===== config.mk =====
export PLATFORM = sky130hd
export DESIGN_NAME = flash_fetch_buf_flat
export DESIGN_NICKNAME = d
export VERILOG_FILES = /design/src/rtl/flash_fetch_buf_if.sv /design/src/rtl/flash_fetch_buf.sv /design/src/flat_wrapper.sv
export SDC_FILE = /design/constraint.sdc
export NUM_CORES = 1
export LEC_CHECK = 0
export CORE_MARGIN = 1
export CORE_UTILIZATION = 25
export CTS_BUF_LIST = sky130_fd_sc_hd__clkbuf_4
export DETAILED_ROUTE_END_ITERATION = 12
export PLACE_DENSITY = 0.53
export SYNTH_ARGS = -nofsm -noshare
export SYNTH_HDL_FRONTEND = slang
export SYNTH_SLANG_ARGS = --single-unit
export TNS_END_PERCENT = 20

===== constraint.sdc =====
create_clock -name clk -period 4.29 [get_ports clk]
set_clock_uncertainty 0.05 [all_clocks]
set_input_delay 0.858 -clock clk [delete_from_list [all_inputs] [get_ports clk]]
set_output_delay 0.858 -clock clk [all_outputs]
set_load 0.05 [all_outputs]

===== src/rtl/flash_fetch_buf_if.sv =====
// Fetch-side and Wishbone-side signals of the flash fetch buffer.
// The master modport is the fetch buffer itself; the slave modport is the core/flash environment.
interface flash_fetch_buf_if;
    logic        i_req;
    logic [31:0] i_pc;
    logic        i_flush;
    logic        o_valid;
    logic [31:0] o_insn;
    logic        o_err;
    logic        o_stb;
    logic [31:0] o_addr;
    logic        o_we;
    logic [31:0] i_data;
    logic        i_ack;
    logic        i_stall;

    modport master (
        input  i_req, i_pc, i_flush, i_data, i_ack, i_stall,
        output o_valid, o_insn, o_err, o_stb, o_addr, o_we
    );

    modport slave (
        output i_req, i_pc, i_flush, i_data, i_ack, i_stall,
        input  o_valid, o_insn, o_err, o_stb, o_addr, o_we
    );
endinterface


===== src/rtl/flash_fetch_buf.sv =====
// Instruction-fetch front end: direct-mapped word buffer in front of the SPI flash slave,
// filling misses with single-word Wishbone reads and failing slow or illegal accesses.
module flash_fetch_buf #(
    parameter int IDX_W   = 2,
    parameter int TIMEOUT = 255
) (
    input logic              clk,
    input logic              rst,
    flash_fetch_buf_if.master bus
);
    localparam int ENTRIES = 1 << IDX_W;
    localparam int TAG_W   = 14 - IDX_W;
    localparam int CNT_W   = 8;
    localparam logic [CNT_W-1:0] CNT_LAST = CNT_W'(TIMEOUT - 1);

    typedef enum logic [1:0] {IDLE, ISSUE, WAIT, RESP} state_t;

    state_t             state_q, state_d;
    logic [ENTRIES-1:0] valid_q, valid_d;
    logic [TAG_W-1:0]   tag_q  [ENTRIES];
    logic [31:0]        data_q [ENTRIES];
    logic [31:0]        pc_q, pc_d;
    logic               flushed_q, flushed_d;
    logic [CNT_W-1:0]   cnt_q, cnt_d;
    logic               o_valid_q, o_valid_d;
    logic               o_err_q, o_err_d;
    logic [31:0]        o_insn_q, o_insn_d;
    logic               o_stb_q, o_stb_d;
    logic [31:0]        o_addr_q, o_addr_d;
    logic               fill_we;

    logic [IDX_W-1:0]   req_idx, fill_idx;
    logic [TAG_W-1:0]   req_tag;
    logic               req_bad, req_hit;

    assign req_idx  = bus.i_pc[IDX_W+1:2];
    assign req_tag  = bus.i_pc[15:IDX_W+2];
    assign req_bad  = (bus.i_pc[1:0] != 2'b00) || (bus.i_pc[31:16] != 16'h8000);
    assign req_hit  = valid_q[req_idx] && (tag_q[req_idx] == req_tag);
    assign fill_idx = pc_q[IDX_W+1:2];

    always_comb begin
        state_d   = state_q;
        valid_d   = valid_q;
        pc_d      = pc_q;
        flushed_d = flushed_q;
        cnt_d     = cnt_q;
        o_valid_d = 1'b0;
        o_err_d   = o_err_q;
        o_insn_d  = o_insn_q;
        o_stb_d   = 1'b0;
        o_addr_d  = o_addr_q;
        fill_we   = 1'b0;

        case (state_q)
            IDLE: begin
                if (bus.i_req) begin
                    if (req_bad) begin
                        state_d   = RESP;
                        o_valid_d = 1'b1;
                        o_err_d   = 1'b1;
                        o_insn_d  = '0;
                    end else if (req_hit) begin
                        state_d   = RESP;
                        o_valid_d = 1'b1;
                        o_err_d   = 1'b0;
                        o_insn_d  = data_q[req_idx];
                    end else begin
                        state_d   = ISSUE;
                        pc_d      = bus.i_pc;
                        flushed_d = 1'b0;
                    end
                end
            end
            ISSUE: begin
                flushed_d = flushed_q | bus.i_flush;
                if (!bus.i_stall) begin
                    state_d  = WAIT;
                    o_stb_d  = 1'b1;
                    o_addr_d = pc_q;
                    cnt_d    = '0;
                end
            end
            WAIT: begin
                flushed_d = flushed_q | bus.i_flush;
                if (bus.i_ack) begin
                    // A flush seen at any point of the miss leaves the entry invalid.
                    state_d   = RESP;
                    o_valid_d = 1'b1;
                    o_err_d   = 1'b0;
                    o_insn_d  = bus.i_data;
                    fill_we   = !bus.i_flush && !flushed_q;
                end else if (cnt_q == CNT_LAST) begin
                    state_d   = RESP;
                    o_valid_d = 1'b1;
                    o_err_d   = 1'b1;
                    o_insn_d  = '0;
                end else begin
                    cnt_d = cnt_q + 1'b1;
                end
            end
            RESP: state_d = IDLE;
            default: state_d = IDLE;
        endcase

        if (fill_we) valid_d[fill_idx] = 1'b1;
        if (bus.i_flush) valid_d = '0;
    end

    always_ff @(posedge clk or negedge rst) begin
        if (!rst) begin
            state_q   <= IDLE;
            valid_q   <= '0;
            pc_q      <= '0;
            flushed_q <= 1'b0;
            cnt_q     <= '0;
            o_valid_q <= 1'b0;
            o_err_q   <= 1'b0;
            o_insn_q  <= '0;
            o_stb_q   <= 1'b0;
            o_addr_q  <= '0;
        end else begin
            state_q   <= state_d;
            valid_q   <= valid_d;
            pc_q      <= pc_d;
            flushed_q <= flushed_d;
            cnt_q     <= cnt_d;
            o_valid_q <= o_valid_d;
            o_err_q   <= o_err_d;
            o_insn_q  <= o_insn_d;
            o_stb_q   <= o_stb_d;
            o_addr_q  <= o_addr_d;
        end
    end

    // Tag/data storage carries no reset; the valid bits alone qualify it.
    always_ff @(posedge clk) begin
        if (fill_we) begin
            tag_q[fill_idx]  <= pc_q[15:IDX_W+2];
            data_q[fill_idx] <= bus.i_data;
        end
    end

    assign bus.o_valid = o_valid_q;
    assign bus.o_err   = o_err_q;
    assign bus.o_insn  = o_insn_q;
    assign bus.o_stb   = o_stb_q;
    assign bus.o_addr  = o_addr_q;
    assign bus.o_we    = 1'b0;
endmodule


===== src/flat_wrapper.sv =====
// flat-port wrapper written by rule: the top's interface ports become plain ports
module flash_fetch_buf_flat 
#(
    parameter int IDX_W   = 2,
    parameter int TIMEOUT = 255
)
  (clk, rst, bus_i_req, bus_i_pc, bus_i_flush, bus_i_data, bus_i_ack, bus_i_stall, bus_o_valid, bus_o_insn, bus_o_err, bus_o_stb, bus_o_addr, bus_o_we);
  flash_fetch_buf_if bus_i ();
  input logic clk;
  input logic rst;
  input wire logic [$bits(bus_i.i_req)-1:0] bus_i_req;
  input wire logic [$bits(bus_i.i_pc)-1:0] bus_i_pc;
  input wire logic [$bits(bus_i.i_flush)-1:0] bus_i_flush;
  input wire logic [$bits(bus_i.i_data)-1:0] bus_i_data;
  input wire logic [$bits(bus_i.i_ack)-1:0] bus_i_ack;
  input wire logic [$bits(bus_i.i_stall)-1:0] bus_i_stall;
  output wire logic [$bits(bus_i.o_valid)-1:0] bus_o_valid;
  output wire logic [$bits(bus_i.o_insn)-1:0] bus_o_insn;
  output wire logic [$bits(bus_i.o_err)-1:0] bus_o_err;
  output wire logic [$bits(bus_i.o_stb)-1:0] bus_o_stb;
  output wire logic [$bits(bus_i.o_addr)-1:0] bus_o_addr;
  output wire logic [$bits(bus_i.o_we)-1:0] bus_o_we;
  assign bus_i.i_req = bus_i_req;
  assign bus_i.i_pc = bus_i_pc;
  assign bus_i.i_flush = bus_i_flush;
  assign bus_i.i_data = bus_i_data;
  assign bus_i.i_ack = bus_i_ack;
  assign bus_i.i_stall = bus_i_stall;
  assign bus_o_valid = bus_i.o_valid;
  assign bus_o_insn = bus_i.o_insn;
  assign bus_o_err = bus_i.o_err;
  assign bus_o_stb = bus_i.o_stb;
  assign bus_o_addr = bus_i.o_addr;
  assign bus_o_we = bus_i.o_we;
  flash_fetch_buf #(.IDX_W(IDX_W), .TIMEOUT(TIMEOUT)) u_core (.clk(clk), .rst(rst), .bus(bus_i));
endmodule

; After elaboration in Yosys (flattened, before gate mapping)
; Memories as Yosys holds them, arrays and structs flattened.
; Index checks and enable logic that the tools add are counted.
[op_classes]
addsub = 1
order_cmp = 3
n_eq_ne = 14
muxes = 45
n_bitwise = 5
n_reduce_logical = 19
[ops]
columns = op, count
row1 = $mux 32, 5
row2 = $pmux 32 s2, 1
row3 = $mux 8, 3
row4 = $mux 1, 21
row5 = $ne 16x16->1 const B, 1
row6 = $pmux 8 s2, 1
row7 = $reduce_and 4->1, 4
row8 = $eq 12x12->1, 1
row9 = $mux 2, 6
row10 = $ne 2x2->1 const B, 6
row11 = $reduce_bool 2->1, 5
row12 = $add 8x1->8 const B, 1
row13 = $eq 8x8->1 const B, 1
row14 = $mux 4, 2
row15 = $pmux 2 s4, 1
row16 = $lt 2x3->1 const B, 2
row17 = $pmux 1 s2, 3
row18 = $eq 2x2->1 const B, 2
row19 = $or 4x4->4, 1
row20 = $logic_and 1x1->1, 3
row21 = $ne 3x1->1 const B, 1
row22 = $ne 3x2->1 const B, 1
row23 = $not 1->1, 3
row24 = $reduce_and 3->1, 1
row25 = other kinds (10), 11
[word_totals]
reg_bits = 114
ramBits = 176
out_inout_bits = 68
wordCells = 99
mem_count = 2
[memory_table]
columns = name, words, width, rd, rd_ports_with_merged_regs, write_ports, line_no
row1 = u_core.data_q, 4, 32, 1, 0, 1, flash_fetch_buf.sv:21  ; logic [31:0] data_q [ENTRIES];
row2 = u_core.tag_q, 4, 12, 1, 0, 1, flash_fetch_buf.sv:20  ; logic [TAG_W-1:0] tag_q [ENTRIES];

; Depth between registers and ports, before layout
[depth]
word_depth = 7
depth_mapped = 10
ltp_nobuf = 8

; Least setup slack after synthesis
; Ideal clock, no wire load.
[synth_path]
path_type = register -> register
start = register u_core.state_q[0]
end = memory u_core.data_q[0][0], enable pin
setup_time_ns = 0.452
arrival_time_ns = 3.184
setup_slack_ns = 0.604
stages_incl_launch_ff = 7
n_path_buf = 1
synth_period_minus_slack_ns = 3.686
path_cell_list = dfrtp_1 -> inv_1 -> ha_1 -> clkbuf_1 -> nand2_1 -> nor4_1 -> nor2b_1
[synth_between]
elab_chain_cells = 4
[synth_lines]
columns = element, line_no
row1 = "start, declared", flash_fetch_buf.sv:18  ; state_t state_q, state_d;
row2 = "start signal, assigned", flash_fetch_buf.sv:123  ; state_q <= state_d;
row3 = $eq 2x2->1, flash_fetch_buf.sv:55  ; case (state_q)
row4 = $mux 1, flash_fetch_buf.sv:55
row5 = $mux 1, flash_fetch_buf.sv:138  ; if (fill_we) begin
row6 = $mux 1 (not written as such), flash_fetch_buf.sv:140  ; data_q[fill_idx] <= bus.i_data;
row7 = "end, declared", flash_fetch_buf.sv:21
; Every way passes these cells.

; Final worst setup path
[layout_path]
start = input bus_i_pc[3]
end = register u_core.o_insn_q[0], in the netlist u_core.bus.o_insn[0]
[layout_between]
elab_chain_cells = 5
[layout_lines]
columns = element, line_no
row1 = "start, declared", flat_wrapper.sv:12  ; input wire logic [$bits(bus_i.i_pc)-1:0] bus_i_pc;
row2 = $mem_v2 4x12 (tied with other cells), --
row3 = $eq 12x12->1 (tied with other cells), flash_fetch_buf.sv:39  ; assign req_hit = valid_q[req_idx] && (tag_q[req_idx] == req_tag);
row4 = $logic_and 1x1->1 or $mux 32 (tied branches), "flash_fetch_buf.sv:39, flash_fetch_buf.sv:58"
row5 = $ne 3x1->1 (no source line) or $mux 32 (tied branches), --
row6 = $reduce_and 4->1 (no source line) or $pmux 32 s2 (tied branches), --
row7 = "end signal, assigned", flash_fetch_buf.sv:130  ; o_insn_q <= o_insn_d;
row8 = "end, declared", flash_fetch_buf.sv:27  ; logic [31:0] o_insn_q, o_insn_d;
; Parallel ways exist; a longest one is shown, timed or not. The select of a mux whose other input is x is not followed.
; A chain may end at the register's enable or synchronous reset.

==> results.md <==
- Layout filler cell count: 4,383
- Crit. End Element: flip-flop
- Final weighted congestion in routability-driven placement: 0.7076
- Worst setup SP type: input port
- Cells along the critical path: buf_2 > mux4_2 > xor2_1 > nor3_1 > nand4_1 > o211ai_1 > nor4b_4 > buf_4 > mux2_2
- Clock transition time at the flip-flop clock pins of the worst setup and hold paths: 60 ps
- Final max-slew violation count: 0
- Number of hold-repair buffers added at the cts stage: 0
- Maximum number of pins on one net before global-route repair: 62
- Post-DR wirelength/cell: 17.64 um
- Final worst-path cycle share: 0.7019
- Yosys warns: 0
- Netlist area before placement: 0.01137 mm^2
- Synth cell types: 45
- Logic depth of the worst setup path including buffers: 9
- Global-route wire length before repair: 40,540 um
- Clock tree from TritonCTS: done
- Buffers inserted during post-CTS setup optimization: 0
- Share of cells above drive strength 1: 0.2813
- Syn_area_per_cell: 18.25 um^2
- R2R cell count: 8
- Number of antenna violations at the first check in global routing: 6
- Reg2reg start: u_core.tag_q[3][3]$_DFFE_PP_
- FMAX: 332.1 MHz
- Worst Setup EP: u_core.bus.o_insn[0]$_DFFE_PN0P_
- Die width: 215.3 um
- Maximum VDD drop: 238.4 uV
- Total wirelength of the detailed-routed design: 26,290 um
- Top cells by area, synth: sky130_fd_sc_hd__edfxtp_1 (46%), sky130_fd_sc_hd__dfrtp_1 (25%), sky130_fd_sc_hd__mux4_2 (7.9%)
- Final setup viols: 0
- Io pins: 138
- Buf/Inv on CP: 2
- Compound-cell area share of the yosys netlist: 0.03995
- Share of synthesized area occupied by flip-flops and latches: 0.7157
- Yosys top cell area share: 0.4648
- Initial Utilization: 0.2554
- Final critical delay including setup and external delays: 3011 ps
- Cells after synthesis: 623
- Multiplexer area fraction after synthesis: 0.1680
- Cell family contributing the most delay on the critical path: multiplexers
- Global route overflow: 0
- Area growth syn-to-layout: 28.30%
- Register area: 0.008138 mm^2
- Die ar.: 0.04633 mm^2
- Detailed-router iteration count before antenna repair: 9
- Per-cell via count in the routed design: 4.278
- Total Negative Setup Slacks: 0 ps
- Largest buffer count on any clock path: 3
- Power density normalized to cell area: 506.1 mW/mm^2
- Area taken by multi-input logic gates: 0.003115 mm^2
- Number of max-cap violations: 0
- Number of buffers inserted during clock tree synthesis: 81
- Final net count: 905
- Worst Path Max Fanout: 19
- Post-synthesis share of cell area spent on full adders, half adders and majority gates: 0.005502
- Type of the worst min-delay path: in2async
- Half-perimeter wire length after placement: 16,550 um
- FP Rows: 77
- RSZ-0062 raised after global routing: false
- Biggest cell delay along the critical path: 420 ps
- Final Hold Fails: 0
- Highest-delay cell along the critical path: sky130_fd_sc_hd__buf_2
- Area fraction in and, or, nand and nor cells after synthesis: 0.04116
- H-tree depth: 3
- Cell accounting for the most synthesized area: sky130_fd_sc_hd__edfxtp_1
- Vertical die dimension: 215.3 um
- Clk_lat worst skew: 720 ps
- Antenna viol nets, final: 0
- Root cell of the clock tree: sky130_fd_sc_hd__clkbuf_4
- Share of the synthesized netlist area taken by xor and xnor gates: 0.01464
- Placeable core region: 0.04451 mm^2
- Critical Path Source: bus_i_pc[3]
- Setup CP Type: in2reg
- Syn_nets: 698
- # DRC: 0
- Vias in the first global route: 6,855
- Post-synthesis sequential element count: 290
- Main combinational cell family by area after synthesis: multiplexers
- Actual slew at the worst max-slew pin: 811.8 ps
- Run status: finished clean
- Endpoint of the lowest-slack register-to-register path: u_core.bus.o_insn[0]$_DFFE_PN0P_
- Clock sink count: 290
- Final Hold Slack: 114.9 ps
- # port buffers: 136
- Register-to-register setup slack: 1430 ps
- Slew Limit Headroom: 0.4588
- Data required time of the worst path: 4830 ps
- Critical path data arrival time: 3550 ps
- DRT iter0 DRCs: 267
- P_leak: 0.005540 uW
- Number of cells upsized or downsized after cts: 0
- Total via count in the routed design: 6,374
- Overall track demand over capacity in global routing: 0.1160
## layout make-up
cell class / instances / area share
antenna: 2 / 0.0003431
clock buffer: 128 / 0.06587
tap: 592 / 0.05078
clock inverter: 21 / 0.005575
sequential: 290 / 0.5579
timing repair buffer: 155 / 0.1052
inverter: 3 / 0.0007719
multi-input combinational: 299 / 0.2136
## worst min-delay path by stage
stage               depth (start not counted)                                end  slack [ps]
floorplan                                   1        u_core.pc_q[31]$_DFFE_PN0P_         380
global placement                            1        u_core.pc_q[31]$_DFFE_PN0P_         400
detailed placement                          1        u_core.pc_q[31]$_DFFE_PN0P_         410
CTS                                         1   u_core.bus.o_insn[9]$_DFFE_PN0P_          60
global route                                1   u_core.bus.o_insn[9]$_DFFE_PN0P_         100
finish                                      1  u_core.bus.o_insn[15]$_DFFE_PN0P_         110
## power breakdown
group          leakage (uW)  internal, uW  switching, uW
clock              0.000632          1350           1140
combinational       0.00184           622           1030
sequential          0.00307          3140            103
## registers in the layout (all words and copies together), names as in the netlist
name,cells
u_core.bus.o_valid,1
u_core.valid_q,4
u_core.bus.o_addr,32
u_core.bus.o_stb,1
u_core.cnt_q,8
u_core.flushed_q,1
u_core.data_q,128
u_core.state_q,2
u_core.tag_q,48
u_core.bus.o_err,1
u_core.bus.o_insn,32
u_core.pc_q,32
## through the flow
| step | std cells | area (um^2) | power [uW] | setup slack, ps | utilization |
|---|---|---|---|---|---|
| final | 1490 | 14590 | 7383 | 1279 | 0.3277 |
| after floorplan | 623 | 11370 | 4397 | 603.6 | - |
| after global placement | 1339 | 13540 | 4979 | 440.9 | 0.3042 |
| after CTS | 1488 | 14580 | 7535 | 1275 | 0.3276 |
| after global routing | 1490 | 14590 | 7773 | 1116 | 0.3277 |
| after detailed placement | 1339 | 13540 | 4988 | 485.2 | 0.3042 |
## cells by family after synthesis
group                    Yosys count
XOR/XNOR                          19
adder cells (fa/ha/maj)            5
buffers and inverters             34
multiplexers                     131
other                              1
AND/OR/NAND/NOR                   84
flip-flops                       290
AO/OA/AOI/OAI                     59
## cells in the mapped netlist, drive strengths merged
cell       n
nor3b      1
a21oi      7
xor2      11
ha         5
o2111ai    1
and2      21
mux2      79
a22o      34
mux4      40
or4        1
nor2b      4
buf       13
a211oi     2
nand2b     3
nor2      17
o221ai     1
a41o       1
clkbuf    18
edfxtp   176
inv        3
and3b      1
conb       1
a31oi      1
nand4      3
nor3       6
nand3      4
and3       2
o21ai      8
and4       1
o2bb2ai    1
xnor2      8
nor4b      2
or3        2
o21a       1
o211ai     1
nor4       4
dfrtp    114
a41oi      1
nand2     12
mux2i     12
## layout by cell type (no fill, tap or decap), types with 2 or more instances in the layout
| master | n |
|---|---|
| sky130_fd_sc_hd__mux2_1 | 30 |
| sky130_fd_sc_hd__buf_12 | 3 |
| sky130_fd_sc_hd__nor3_1 | 6 |
| sky130_fd_sc_hd__diode_2 | 2 |
| sky130_fd_sc_hd__nor2b_1 | 2 |
| sky130_fd_sc_hd__clkinv_2 | 2 |
| sky130_fd_sc_hd__or3_1 | 2 |
| sky130_fd_sc_hd__inv_2 | 2 |
| sky130_fd_sc_hd__nand2_1 | 12 |
| sky130_fd_sc_hd__and2_1 | 19 |
| sky130_fd_sc_hd__o21ai_0 | 8 |
| sky130_fd_sc_hd__nor2b_4 | 2 |
| sky130_fd_sc_hd__nand3_1 | 4 |
| sky130_fd_sc_hd__buf_4 | 17 |
| sky130_fd_sc_hd__a211oi_1 | 2 |
| sky130_fd_sc_hd__xor2_1 | 11 |
| sky130_fd_sc_hd__inv_1 | 3 |
| sky130_fd_sc_hd__clkbuf_4 | 128 |
| sky130_fd_sc_hd__and2_2 | 2 |
| sky130_fd_sc_hd__a21oi_1 | 7 |
| sky130_fd_sc_hd__nor2_1 | 16 |
| sky130_fd_sc_hd__nand2b_1 | 3 |
| sky130_fd_sc_hd__ha_1 | 5 |
| sky130_fd_sc_hd__nor4_1 | 3 |
| sky130_fd_sc_hd__edfxtp_1 | 176 |
| sky130_fd_sc_hd__nand4_1 | 3 |
| sky130_fd_sc_hd__mux2i_1 | 12 |
| sky130_fd_sc_hd__xnor2_1 | 8 |
| sky130_fd_sc_hd__clkdlybuf4s50_1 | 133 |
| sky130_fd_sc_hd__a22o_1 | 34 |
| sky130_fd_sc_hd__dfrtp_1 | 114 |
| sky130_fd_sc_hd__mux2_2 | 49 |
| sky130_fd_sc_hd__clkinv_1 | 17 |
| sky130_fd_sc_hd__mux4_2 | 40 |
## layer usage
layer | vias up | wire [um] | GRT usage
met5 | - | 57 | 0
met4 | 8 | 631 | 0.04846
met3 | 55 | 1762 | 0.04020
met2 | 186 | 12560 | 0.1852
met1 | 3214 | 11270 | 0.1425
li1 | 2911 | - | -
Power figures use the tool's default switching activity.
